==> src/rtl/delta_event_reconstructor_pkg.sv <==
`default_nettype none
// ============================================================================
// Module      : delta_event_reconstructor_pkg
// Description : Channel geometry, sample types and the deadband default
//               shared by the send-on-delta encoder and the reconstructor.
// Revision    : 1.0 - initial release
// ============================================================================
package delta_event_reconstructor_pkg;

    localparam int CH_W             = 2;
    localparam int NCH              = 4;
    localparam int SAMPLE_W         = 8;
    localparam int DEADBAND_DEFAULT = 2;

    typedef logic [CH_W-1:0]     ch_idx_t;
    typedef logic [SAMPLE_W-1:0] sample_t;

endpackage
`default_nettype wire

==> src/rtl/delta_event_reconstructor_slew_step.sv <==
`default_nettype none
// ============================================================================
// Module      : delta_slew_step
// Description : One ramp step: moves i_cur toward i_tgt by at most STEP.
//               Lands exactly on i_tgt when within reach, so it never
//               overshoots and never wraps past either end of the range.
// Revision    : 1.0 - initial release
// ============================================================================
module delta_slew_step #(
    parameter int DATA_W = 8,
    parameter int STEP   = 1
) (
    input  logic [DATA_W-1:0] i_cur,
    input  logic [DATA_W-1:0] i_tgt,
    output logic [DATA_W-1:0] o_nxt
);

    localparam logic [DATA_W:0] C_STEP = (DATA_W+1)'(STEP);

    logic signed [DATA_W:0] w_d;
    logic        [DATA_W:0] w_mag;

    always_comb begin
        w_d   = $signed({1'b0, i_tgt}) - $signed({1'b0, i_cur});
        w_mag = w_d[DATA_W] ? $unsigned(-w_d) : $unsigned(w_d);
        if (w_mag <= C_STEP) begin
            o_nxt = i_tgt;
        end else if (w_d[DATA_W]) begin
            o_nxt = i_cur - C_STEP[DATA_W-1:0];
        end else begin
            o_nxt = i_cur + C_STEP[DATA_W-1:0];
        end
    end

endmodule
`default_nettype wire

==> src/rtl/delta_event_reconstructor.sv <==
`default_nettype none
// ============================================================================
// Module      : delta_event_reconstructor
// Description : Rebuilds 4 sample channels from send-on-delta events by
//               slewing per-channel values toward their latest targets with
//               one round-robin ramp engine. Optional staleness flags are
//               built when DELTA_STALE_DETECT_EN is defined.
// Revision    : 1.0 - initial release
// ============================================================================
module delta_event_reconstructor
    import delta_event_reconstructor_pkg::*;
#(
    parameter int DATA_W   = 8,
    parameter int STEP     = 1,
    parameter int DEADBAND = DEADBAND_DEFAULT,
    parameter int AGE_W    = 8
) (
    input  logic              clk,
    input  logic              rst_n,
    input  logic              ev_valid,
    output logic              ev_ready,
    input  logic [CH_W-1:0]   ev_ch,
    input  logic [DATA_W-1:0] ev_val,
    input  logic [CH_W-1:0]   rd_ch,
    output logic [DATA_W-1:0] rd_val,
    output logic [NCH-1:0]    settled,
    output logic              upd_pulse,
    output logic              err,
    output logic [NCH-1:0]    stale
);

    logic [DATA_W-1:0] target_q  [NCH];
    logic [DATA_W-1:0] target_d  [NCH];
    logic [DATA_W-1:0] current_q [NCH];
    logic [DATA_W-1:0] current_d [NCH];
    ch_idx_t           scan_q, scan_d;
    logic [DATA_W-1:0] rd_val_q, rd_val_d;
    logic              upd_q, upd_d;
    logic              err_q, err_d;

    logic              w_accept;
    logic [DATA_W-1:0] w_ramp_nxt;
    logic [DATA_W-1:0] w_ev_tgt;
    logic [DATA_W:0]   w_ev_diff;
    logic              w_violation;

    // rst_n is active-high: the port is closed for the whole reset cycle
    assign ev_ready = ~rst_n;
    assign w_accept = ev_valid & ev_ready;

    delta_slew_step #(
        .DATA_W (DATA_W),
        .STEP   (STEP)
    ) u_slew (
        .i_cur (current_q[scan_q]),
        .i_tgt (target_q[scan_q]),
        .o_nxt (w_ramp_nxt)
    );

    always_comb begin
        w_ev_tgt    = target_q[ev_ch];
        w_ev_diff   = ({1'b0, ev_val} >= {1'b0, w_ev_tgt})
                    ? ({1'b0, ev_val} - {1'b0, w_ev_tgt})
                    : ({1'b0, w_ev_tgt} - {1'b0, ev_val});
        w_violation = (w_ev_diff <= (DATA_W+1)'(DEADBAND));
    end

    // Ramp reads target_q, so an event landing on the visited channel only
    // takes effect on that channel's next visit.
    always_comb begin
        target_d          = target_q;
        current_d         = current_q;
        current_d[scan_q] = w_ramp_nxt;
        if (w_accept) begin
            target_d[ev_ch] = ev_val;
        end
        scan_d   = scan_q + 1'b1;
        rd_val_d = current_q[rd_ch];
        upd_d    = w_accept;
        err_d    = err_q | (w_accept & w_violation);
    end

    always_ff @(posedge clk) begin
        if (rst_n) begin
            for (int i = 0; i < NCH; i++) begin
                target_q[i]  <= '0;
                current_q[i] <= '0;
            end
            scan_q   <= '0;
            rd_val_q <= '0;
            upd_q    <= 1'b0;
            err_q    <= 1'b0;
        end else begin
            target_q  <= target_d;
            current_q <= current_d;
            scan_q    <= scan_d;
            rd_val_q  <= rd_val_d;
            upd_q     <= upd_d;
            err_q     <= err_d;
        end
    end

    always_comb begin
        settled = '0;
        for (int i = 0; i < NCH; i++) begin
            settled[i] = (current_q[i] == target_q[i]);
        end
    end

    assign rd_val    = rd_val_q;
    assign upd_pulse = upd_q;
    assign err       = err_q;

`ifdef DELTA_STALE_DETECT_EN
    localparam logic [AGE_W-1:0] C_AGE_MAX = '1;

    generate
        for (genvar gi = 0; gi < NCH; gi++) begin : g_age
            logic [AGE_W-1:0] age_q, age_d;

            always_comb begin
                age_d = age_q;
                if (w_accept && (ev_ch == CH_W'(gi))) begin
                    age_d = '0;
                end else if (age_q != C_AGE_MAX) begin
                    age_d = age_q + 1'b1;
                end
            end

            always_ff @(posedge clk) begin
                if (rst_n) begin
                    age_q <= '0;
                end else begin
                    age_q <= age_d;
                end
            end

            assign stale[gi] = (age_q == C_AGE_MAX);
        end
    endgenerate
`else
    // AGE_W is only meaningful with staleness detection; the compare is
    // always false and keeps the parameter referenced.
    assign stale = {NCH{(AGE_W < 0)}};
`endif

endmodule
`default_nettype wire

==> config.mk <==
export PLATFORM = sky130hd
export DESIGN_NAME = delta_event_reconstructor
export DESIGN_NICKNAME = d
export VERILOG_FILES = /design/src/rtl/delta_event_reconstructor_pkg.sv /design/src/rtl/delta_event_reconstructor_slew_step.sv /design/src/rtl/delta_event_reconstructor.sv
export SDC_FILE = /design/constraint.sdc
export NUM_CORES = 1
export LEC_CHECK = 0
export ABC_CLOCK_PERIOD_IN_PS = 5390
export CAP_MARGIN = 20
export CELL_PAD_IN_SITES_DETAIL_PLACEMENT = 1
export CELL_PAD_IN_SITES_GLOBAL_PLACEMENT = 1
export CORE_UTILIZATION = 45
export CTS_BUF_LIST = sky130_fd_sc_hd__clkbuf_8
export CTS_CLUSTER_DIAMETER = 150
export CTS_CLUSTER_SIZE = 40
export DETAILED_ROUTE_END_ITERATION = 16
export HOLD_SLACK_MARGIN = 0.1
export PLACE_DENSITY_LB_ADDON = 0.08
export REMOVE_ABC_BUFFERS = 1
export SKIP_CTS_REPAIR_TIMING = 1
export SLEW_MARGIN = 20
export SYNTH_ARGS = -nofsm -noshare
export SYNTH_HDL_FRONTEND = slang
export SYNTH_SLANG_ARGS = --single-unit
==> constraint.sdc <==
create_clock -name clk -period 5.39 [get_ports clk]
set_input_delay 0.8085 -clock clk [delete_from_list [all_inputs] [get_ports clk]]
set_output_delay 0.8085 -clock clk [all_outputs]
set_load 0.05 [all_outputs]
=== Yosys cells after proc, flatten, opt, wreduce, memory -nomap -nowiden ===
Cells that the tools add are included.

* Register bits: 76
* Output and inout bits: 19

* Add/sub/neg operators: 7
* Order comparisons: 8
* Equal/unequal tests: 4
* Muxes and demuxes: 22
* Bitwise operators: 7
* Reduce and logical (&&, ||, !) cells: 2

{| class="wikitable"
|+ Operator list
! operator !! count
|-
| two-way mux 8 bit || 12
|-
| binary-select mux 8 bit (select 2 bit) || 4
|-
| bitwise mux 32 bit || 2
|-
| demux 8 bit (select 2 bit) || 2
|-
| equality test 8 bit || 4
|-
| subtractor 8 x 8 -> 9 bit || 3
|-
| two-way mux 9 bit || 2
|-
| >= comparator 3 bit, second input constant || 3
|-
| <= comparator 9 x 1 -> 1 bit, second input constant || 1
|-
| <= comparator 9 x 2 -> 1 bit, second input constant || 1
|-
| negator 9 bit || 1
|-
| inverter 2 -> 3 bit || 3
|-
| adder 8 x 1 -> 8 bit, second input constant || 1
|-
| >= comparator 8 bit || 1
|-
| subtractor 8 x 1 -> 8 bit, second input constant || 1
|-
| less-than comparator 3 x 1 -> 1 bit, second input constant || 2
|-
| adder 2 x 1 -> 2 bit, second input constant || 1
|-
| bitwise AND 1 bit || 2
|-
| logical AND 1 bit || 2
|-
| inverter 1 bit || 1
|-
| bitwise OR 1 bit || 1
|}

=== Longest topological paths before layout ===
Gate-level depths: netlist (run 1).

* Depth in word-level cells: 10
* Gate-level depth with buffers: 20
* Depth with buffers taken out: 18

=== Hierarchy ===
A second synthesis (run 1) with hierarchy kept.

* Cells, all modules: 606
* Area, all modules: 5,552.8 um^2

{| class="wikitable"
|+ By module, submodules not included
! module !! instances !! cells each !! area each (um^2)
|-
| delta_event_reconstructor || 1 || 481 || 4,545.6
|-
| delta_slew_step || 1 || 125 || 1,007.2
|}

=== Worst setup path after synthesis (run 1) ===
Ideal clock, no wire load.

* Path type: reg-to-reg
* Start point: register scan_q[0]
* End point: register current_q[15] (netlist name)
* Data arrival time: 4.538 ns
* Setup slack: 0.757 ns
* Cell stages (with the launch flop): 20
* Buffers on the path: 2
* Cells stage by stage: dfxtp_1 buf_2 buf_2 mux4_2 inv_1 ha_1 inv_1 fa_1 a211oi_2 o21ai_1 a31oi_2 ha_1 a21oi_1 o31ai_1 o41ai_1 o21ai_0 xnor2_1 nor2_1 nand4_1 o311ai_1

* Longest elaborated chain between the ends: 10
* Elaborated cells between the ends (all ways): 21
* Those cells by class: add/sub: 4; order compare: 3; mux: 12; bitwise: 1; reduce/logical: 1

{| class="wikitable"
|+ RTL lines
! element !! line !! source
|-
| from (decl) || delta_event_reconstructor.sv:36 || <nowiki>ch_idx_t scan_q, scan_d;</nowiki>
|-
| from (signal assigned) || delta_event_reconstructor.sv:96 || <nowiki>scan_q <= scan_d;</nowiki>
|-
| inverter 2 -> 3 bit (not written as such) (*) || delta_event_reconstructor.sv:55, delta_event_reconstructor.sv:56, delta_event_reconstructor.sv:73 ||
|-
| binary-select mux 8 bit (select 2 bit), on equally long branches || delta_event_reconstructor.sv:56, delta_event_reconstructor.sv:55 ||
|-
| two-way mux 8 bit, on equally long branches (2 in series) || delta_event_reconstructor.sv:56, delta_event_reconstructor.sv:55 ||
|-
| subtractor 8 x 8 -> 9 bit || delta_event_reconstructor_slew_step.sv:24 || <nowiki>w_d = $signed({1'b0, i_tgt}) - $signed({1'b0, i_cur});</nowiki>
|-
| negator 9 bit || delta_event_reconstructor_slew_step.sv:25 || <nowiki>w_mag = w_d[DATA_W] ? $unsigned(-w_d) : $unsigned(w_d);</nowiki>
|-
| two-way mux 9 bit || delta_event_reconstructor_slew_step.sv:25 ||
|-
| <= comparator 9 x 1 -> 1 bit || delta_event_reconstructor_slew_step.sv:26 || <nowiki>if (w_mag <= C_STEP) begin</nowiki>
|-
| two-way mux 8 bit || delta_event_reconstructor_slew_step.sv:26 ||
|-
| bitwise mux 32 bit (*) || delta_event_reconstructor.sv:73 || <nowiki>current_d[scan_q] = w_ramp_nxt;</nowiki>
|-
| to (signal assigned) || delta_event_reconstructor.sv:95 || <nowiki>current_q <= current_d;</nowiki>
|-
| to (decl) || delta_event_reconstructor.sv:34 || <nowiki>logic [DATA_W-1:0] current_q [NCH];</nowiki>
|}

Every way passes the cells marked *; elsewhere a longest branch is shown, timed or not. The select of a mux whose other input is x is not followed.
A chain may end at the register's enable or synchronous reset.

=== Final worst setup path (run 1) ===
* Start point: register scan_q[0]
* End point: register current_q[23] (netlist name)

Same word-level chain as after synthesis.

==> results of run 1 <==
## power groups by stage
stage / Sequential [mW] / Clock [mW] / Combinational [mW]
finish: 0.728 / 0.391 / 1.36
global route: 0.737 / 0.422 / 1.47
CTS: 0.726 / 0.404 / 1.34
detailed placement: 0.740 / 0 / 1.33
global placement: 0.737 / 0 / 1.30
floorplan: 0.736 / 0 / 0.947
## placed cells by master (no fill, tap or decap), types with 6 or more instances in the layout
cell | Yosys | final
nand2_1 | 77 | 77
clkdlybuf4s50_1 | 0 | 29
nand3_1 | 12 | 12
and2_1 | 8 | 8
o21ai_0 | 55 | 55
xnor2_1 | 45 | 45
mux4_2 | 31 | 31
buf_4 | 4 | 7
nor3_1 | 6 | 6
dfxtp_1 | 76 | 76
o21ai_1 | 6 | 6
ha_1 | 35 | 35
nor2_1 | 44 | 43
nand4_1 | 15 | 15
clkbuf_8 | 0 | 9
inv_1 | 39 | 39
a311oi_1 | 28 | 28
a21oi_1 | 12 | 12
a211oi_1 | 16 | 16
## kinds of logic after synthesis
group           count (synthesis)
flops                          76
buf+inv                        78
simple gates                  190
compound gates                146
other cells                     1
xor+xnor                       49
mux                            38
fa+ha+maj                      39
## worst max-delay path: stages, from the launching register on
cell and delay, ns:
dfxtp_1 0.60, mux4_2 0.59, inv_1 0.08, ha_1 0.20, inv_1 0.07, fa_1 0.46, a211oi_2 0.30, o21ai_1 0.14
a31oi_2 0.29, buf_4 0.21, ha_1 0.23, nand2_1 0.09, o31ai_1 0.08, o41ai_1 0.53, o21ai_0 0.25, xnor2_1 0.17
nor2_1 0.22, nand4_1 0.13, o311ai_1 0.13
## area by class of cell
class / count / area (um2)
fillers: 1371 / 5590
multi-input cells: 466 / 3600
well taps: 143 / 179
clock buffers: 9 / 124
flip-flops and latches: 76 / 1520
repair buffers: 37 / 363
inverters: 39 / 146
clock inverters: 6 / 42.5
## routing by layer
| metal | vias up | routed length, um |
|---|---|---|
| met5 | - | 0 |
| met4 | 0 | 330 |
| met3 | 25 | 1040 |
| met2 | 134 | 7690 |
| met1 | 2403 | 8130 |
| li1 | 2254 | - |
## stage by stage
stage / instances / utilization [%] / total power, mW
4_1_cts: 776 / 51.6 / 2.47
3_3_place_gp: 761 / 50.2 / 2.03
5_1_grt: 776 / 51.7 / 2.63
2_1_floorplan: 581 / - / 1.68
3_5_place_dp: 761 / 50.2 / 2.07
6_report: 776 / 51.7 / 2.48
## flip-flops by register name (all words and copies together), names as in the netlist
signal     cells
rd_val         8
upd_pulse      1
err            1
scan_q         2
current_q     32
target_q      32
## worst min path at each step
| stage | from | to | slack (ns) | cells past startpoint |
|---|---|---|---|---|
| finish | err | err | 0.48 | 2 |
| global placement | err | err | 0.44 | 2 |
| detailed placement | err | err | 0.46 | 2 |
| floorplan | target_q[0] | target_q[0] | 0.47 | 2 |
| CTS | err | err | 0.48 | 2 |
| global route | err | err | 0.52 | 2 |
==> summary.md, run 1 <==
| Metric | Value |
|---|---|
| Post-synthesis adder-cell area fraction | `9.54%` |
| Detail Route Antenna Nets | `0` |
| Reg-to-Reg End | `current_q[23]` |
| Final #Nets | `between 600 and 700` |
| Vias in the first global route | `between 4,000 and 5,000` |
| CTS max path bufs | `2` |
| Min cycle time layout | `approximately 4.9 ns` |
| TritonCTS clock tree | `done` |
| Worst min path class | `reg2reg` |
| Critical path fanouts, max | `7` |
| Post-synthesis register bit count | `76` |
| Synth Area in Compound Gates | `around 18%` |
| Via count | `roughly 4,800` |
| Hpwl dp | `13.3 mm` |
| First-pass GRT wire length | `~28 mm` |
| Sw frac | `a little under half` |
| Unrepaired setup endpoints after global routing | `false` |
| Crit. Startpoint | `scan_q[0]` |
| GR peak layer | `met2` |
| Leakage Power | `~2.1 nW` |
| Multiplexer share of the synthesized area | `about 14%` |
| Int Pwr | `between 1 and 1.5 mW` |
| Full die area | `approximately 0.013 mm2` |
| FFs w/ async S/R, synth | `0%` |
| CP Data Arrival Time | `between 5 and 6 ns` |
| Largest net degree at the start of global routing | `just under 60` |
| GR met3 Demand/Resource | `under 10%` |
| Kind of critical path | `reg2reg` |
| Post-synthesis instance total | `617` |
| Hold slack | `approximately 0.48 ns` |
| Final Hold Fails | `0` |
| Critical Path End Type | `flop` |
| Slew margin rel. | `about a third` |
| Comb power frac | `54.9%` |
| Top post-synthesis cells by count | `nand2_1, dfxtp_1, o21ai_0` |
| DR vias/cell | `between 6 and 7` |
| Sequential Power Share | `between 20% and 30%` |
| Reg2reg setup slack | `0.50 ns` |
| Initial DRT Pass Iterations | `11` |
| ANT cells | `0` |
| Area grow syn2layout | `10.0%` |
| Fin crit share | `90.8%` |
| Number of CTS-inserted buffers | `9` |
| XOR/XNOR Fraction of Synth Area | `just under 8%` |
| Sequential area share after synthesis | `between 20% and 30%` |
| Synth Flop Type | `dfxtp_1` |
| Status | `complete, but fails checks` |
| Worst-Margin Slew | `roughly 1 ns` |
| Chip height | `112 um` |
| Max-cap violations | `0` |
| Die W | `about 110 um` |
| Startpoint Class | `flop` |
| Synth unique cells | `between 50 and 60` |
| H-tree depth | `3` |
| Failing checks | `DRC` |
| Worst-skew pair later-pin latency | `about 0.38 ns` |
| Synth warnings | `0` |
| CP endpoint | `current_q[23]` |
| PortBufs | `29` |
| R2R cell count | `18` |
| Wire per inst | `22.2 um` |
| Cell with the most instances after synthesis | `nand2_1` |
| Max VDD drop | `around 0.26 mV` |
| Number of synthesized flops with an enable pin | `0` |
| Largest family of logic cells by synthesized area | `compound AO/OA/AOI/OAI gates` |
| Psw | `1.14 mW` |
| Post-Synthesis Cell Area | `between 0.005 and 0.006 mm2` |
| Placed Instance Area | `roughly 0.0058 mm2` |
| Total global routing overflow | `0` |
| Syn avg cell area | `around 8.8 um2` |
| Synth Area in Simple Gates | `around 16%` |
| Grt met2 use | `44.6%` |
| Final setup viols | `0` |
| Detailed Route Iter0 Violations | `~310` |
| Drt total wl | `17.2 mm` |
| CORE AREA | `0.0116 mm2` |
| Slew Limit Fails | `0` |
| Pwr Density | `415 mW/mm2` |
| Clk pwr share | `15.8%` |
| Setup TNS | `0 ns` |
| Clock root buffer | `clkbuf_8` |
| Initial antenna violation count | `0` |
| Max Fclk | `around 0.20 GHz` |
| Largest area contributor in the netlist | `dfxtp_1` |
| Critical register-to-register path startpoint | `scan_q[0]` |
| Layout cells sized above 1 | `under 10%` |
| Grt met1 use | `a little over two fifths` |
| Initial core utilization | `roughly 47%` |
| CP required | `5.68 ns` |
| Ports | `34` |
| Total GRT Usage | `between 20 and 30%` |
| Pre-CTS worst setup slack | `around 0.42 ns` |
| Synth top area cells | `dfxtp_1, mux4_2, ha_1, xnor2_1, nand2_1` |
| DR DRC count | `3` |
| Design area | `~0.006 mm2` |
| GPL Wtd Cong | `0.874` |
| Clock tree sinks | `76` |
| Final Worst Setup Slack | `about 0.50 ns` |
| Clock-pin slew on the worst setup and hold paths | `around 0.080 ns` |
| Worst Clk Skew | `around 0.0087 ns` |
| Rows | `39` |
| Area share of the largest cell type after synthesis | `~28%` |
Note: power is estimated with default switching activity, not from simulation.
==> run 2, diff against run 1 <==
ABC_CLOCK_PERIOD_IN_PS = 6300   (was 5390)
clock period = 6.3 ns   (was 5.39 ns; I/O delays follow)
==> run 2 against run 1 <==
Compared with the run above: the flow still finishes with violations (DRC); power fell by 10%; final cell count fell by 0.52%; cell area rose by 0.67%; global-route usage fell by 1.1 points; non-clock buffer count fell by 3; critical path type unchanged.
==> summary.md, run 2 (synthesis gave the netlist of run 1 again) <==
| Metric | Value |
|---|---|
| Status | `complete, but fails checks` |
| Failing checks | `DRC` |
| Area grow syn2layout | `10.8%` |
| Design area | `between 0.006 and 0.007 mm2` |
| Rows | `39` |
| Full die area | `0.0125 mm2` |
| Total global routing overflow | `0` |
| Comb power frac | `approximately half` |
| Worst min path class | `reg2reg` |
| Clock-pin slew on the worst setup and hold paths | `around 0.080 ns` |
| DR DRC count | `3` |
| Area of the multi-input gates | `between 0.003 and 0.004 mm2` |
| Vias in the first global route | `between 4,000 and 5,000` |
| CTS max path bufs | `2` |
| Slew Limit Fails | `0` |
| Initial core utilization | `46.9%` |
| Initial antenna violation count | `0` |
| Leading cell type in the layout, fill and taps excluded | `nand2_1` |
| Hpwl dp | `12.8 mm` |
| Max VDD drop | `between 0.2 and 0.3 mV` |
| Slew margin rel. | `40.9%` |
| Unrepaired setup endpoints after global routing | `false` |
| Detail Route Antenna Nets | `0` |
| Most frequent cells in the layout | `nand2_1, dfxtp_1, o21ai_0` |
| Critical path fanouts, max | `14` |
| Final Hold Fails | `0` |
| Worst Clk Skew | `~0.0068 ns` |
| DR vias/cell | `approximately 6` |
| Largest net degree at the start of global routing | `58` |
| Pwr Total | `between 2 and 2.5 mW` |
| ANT cells | `0` |
| Ports | `34` |
| H-tree depth | `3` |
| Leakage Power | `about 2.1 nW` |
| CP Data Arrival Time | `between 5 and 6 ns` |
| Psw | `~960 uW` |
| Reg-to-Reg End | `current_q[15]` |
| Final setup viols | `0` |
| Startpoint Class | `flop` |
| CP required | `approximately 6.6 ns` |
| Via count | `4,754` |
| Critical register-to-register path startpoint | `scan_q[0]` |
| Clock root buffer | `clkbuf_8` |
| Drt total wl | `roughly 17 mm` |
| Die W | `112 um` |
| Detailed Route Iter0 Violations | `around 320` |
| Reg2reg setup slack | `between 0.9 and 1 ns` |
| Chip height | `112 um` |
| Final #Nets | `a little under 700` |
| Layout cells sized above 1 | `approximately a tenth` |
| Wire per inst | `around 21 um` |
| TritonCTS clock tree | `done` |
| Setup TNS | `0 ns` |
| Hold path depth | `2` |
| Clk pwr share | `20.6%` |
| Critical Path End Type | `flop` |
| GPL Wtd Cong | `0.860` |
| Storage element area | `roughly 0.0015 mm2` |
| Number of CTS-inserted buffers | `9` |
| Sw frac | `around 43%` |
| PortBufs | `29` |
| Filler cells | `about 1,400` |
| R2R cell count | `18` |
| Worst-skew pair later-pin latency | `0.36 ns` |
| Kind of critical path | `reg2reg` |
| Initial DRT Pass Iterations | `11` |
| Fin crit share | `85.6%` |
| First-pass GRT wire length | `27.0 mm` |
| Min cycle time layout | `about 5.4 ns` |
| Placed Instance Area | `about 0.0058 mm2` |
| Sequential Power Share | `between 20 and 30%` |
| Clock tree sinks | `76` |
| Worst hold path startpoint | `err` |
| Max Fclk | `0.185 GHz` |
| CORE AREA | `around 0.012 mm2` |
| Worst Hold End | `err` |
| Cells after DPL | `758` |
| Int Pwr | `roughly 1.3 mW` |
| Max-cap violations | `0` |
| Post-route insts no fill | `772` |
| Worst-Margin Slew | `around 0.9 ns` |
| Total GRT Usage | `28.2%` |
| Pwr Density | `~370 mW/mm2` |
## run 2: area by class of cell
type | count | area share (%)
inverters | 39 | 2.43
well taps | 143 | 2.97
clock buffers | 10 | 2.29
flip-flops and latches | 76 | 25.3
repair buffers | 34 | 5.45
clock inverters | 4 | 1.64
multi-input cells | 466 | 59.9
## run 2: power by group through the flow
| stage | clock network, mW | logic (mW) | registers, mW |
|---|---|---|---|
| finish | 0.458 | 1.14 | 0.627 |
| floorplan | 0 | 0.811 | 0.630 |
| global placement | 0 | 1.09 | 0.635 |
| global route | 0.486 | 1.25 | 0.635 |
| CTS | 0.467 | 1.13 | 0.627 |
| detailed placement | 0 | 1.12 | 0.637 |
## run 2: stage by stage
| stage | utilization (%) | worst slack, ns | hold slack [ns] |
|---|---|---|---|
| floorplan | - | 1.54 | 0.468 |
| global placement | 49.9 | 1.26 | 0.446 |
| detailed placement | 49.9 | 0.967 | 0.468 |
| CTS | 51.9 | 0.932 | 0.489 |
| global route | 52.0 | 0.439 | 0.500 |
| finish | 52.0 | 0.907 | 0.490 |
## run 2: worst max-delay path, stage by stage, from the launching register on
cell      delay (ns)
dfxtp_1         0.66
buf_4           0.36
mux2i_1         0.14
mux2i_1         0.25
ha_1            0.21
inv_1           0.05
fa_1            0.44
a211oi_2        0.27
o21ai_1         0.12
a31oi_2         0.59
ha_1            0.40
a21oi_1         0.18
o31ai_1         0.13
o41ai_1         0.50
o21ai_0         0.28
xnor2_1         0.19
nor2_1          0.24
nand4_1         0.13
o311ai_1        0.14
## run 2: worst max-delay path by stage
stage	endpoint	from	cells past startpoint	slack, ns
floorplan	current_q[15]	scan_q[0]	17	1.54
global placement	current_q[7]	scan_q[0]	18	1.26
detailed placement	current_q[15]	scan_q[0]	18	0.97
CTS	current_q[15]	scan_q[0]	18	0.93
global route	current_q[15]	scan_q[0]	18	0.44
finish	current_q[15]	scan_q[0]	18	0.91
## run 2: routing by layer
metal  up-vias  track usage (%)  wire, um
met1      2362             38.4      7810
met5         -                0         0
li1       2248                -         -
met2       123             45.0      7620
met4         0             8.74       317
met3        21             5.66       818
==> run 3, diff against run 2 <==
SKIP_CTS_REPAIR_TIMING = unset   (was 1)
==> results of run 3 <==
The final DEF is identical to that of run 2; final timing and power are the same.
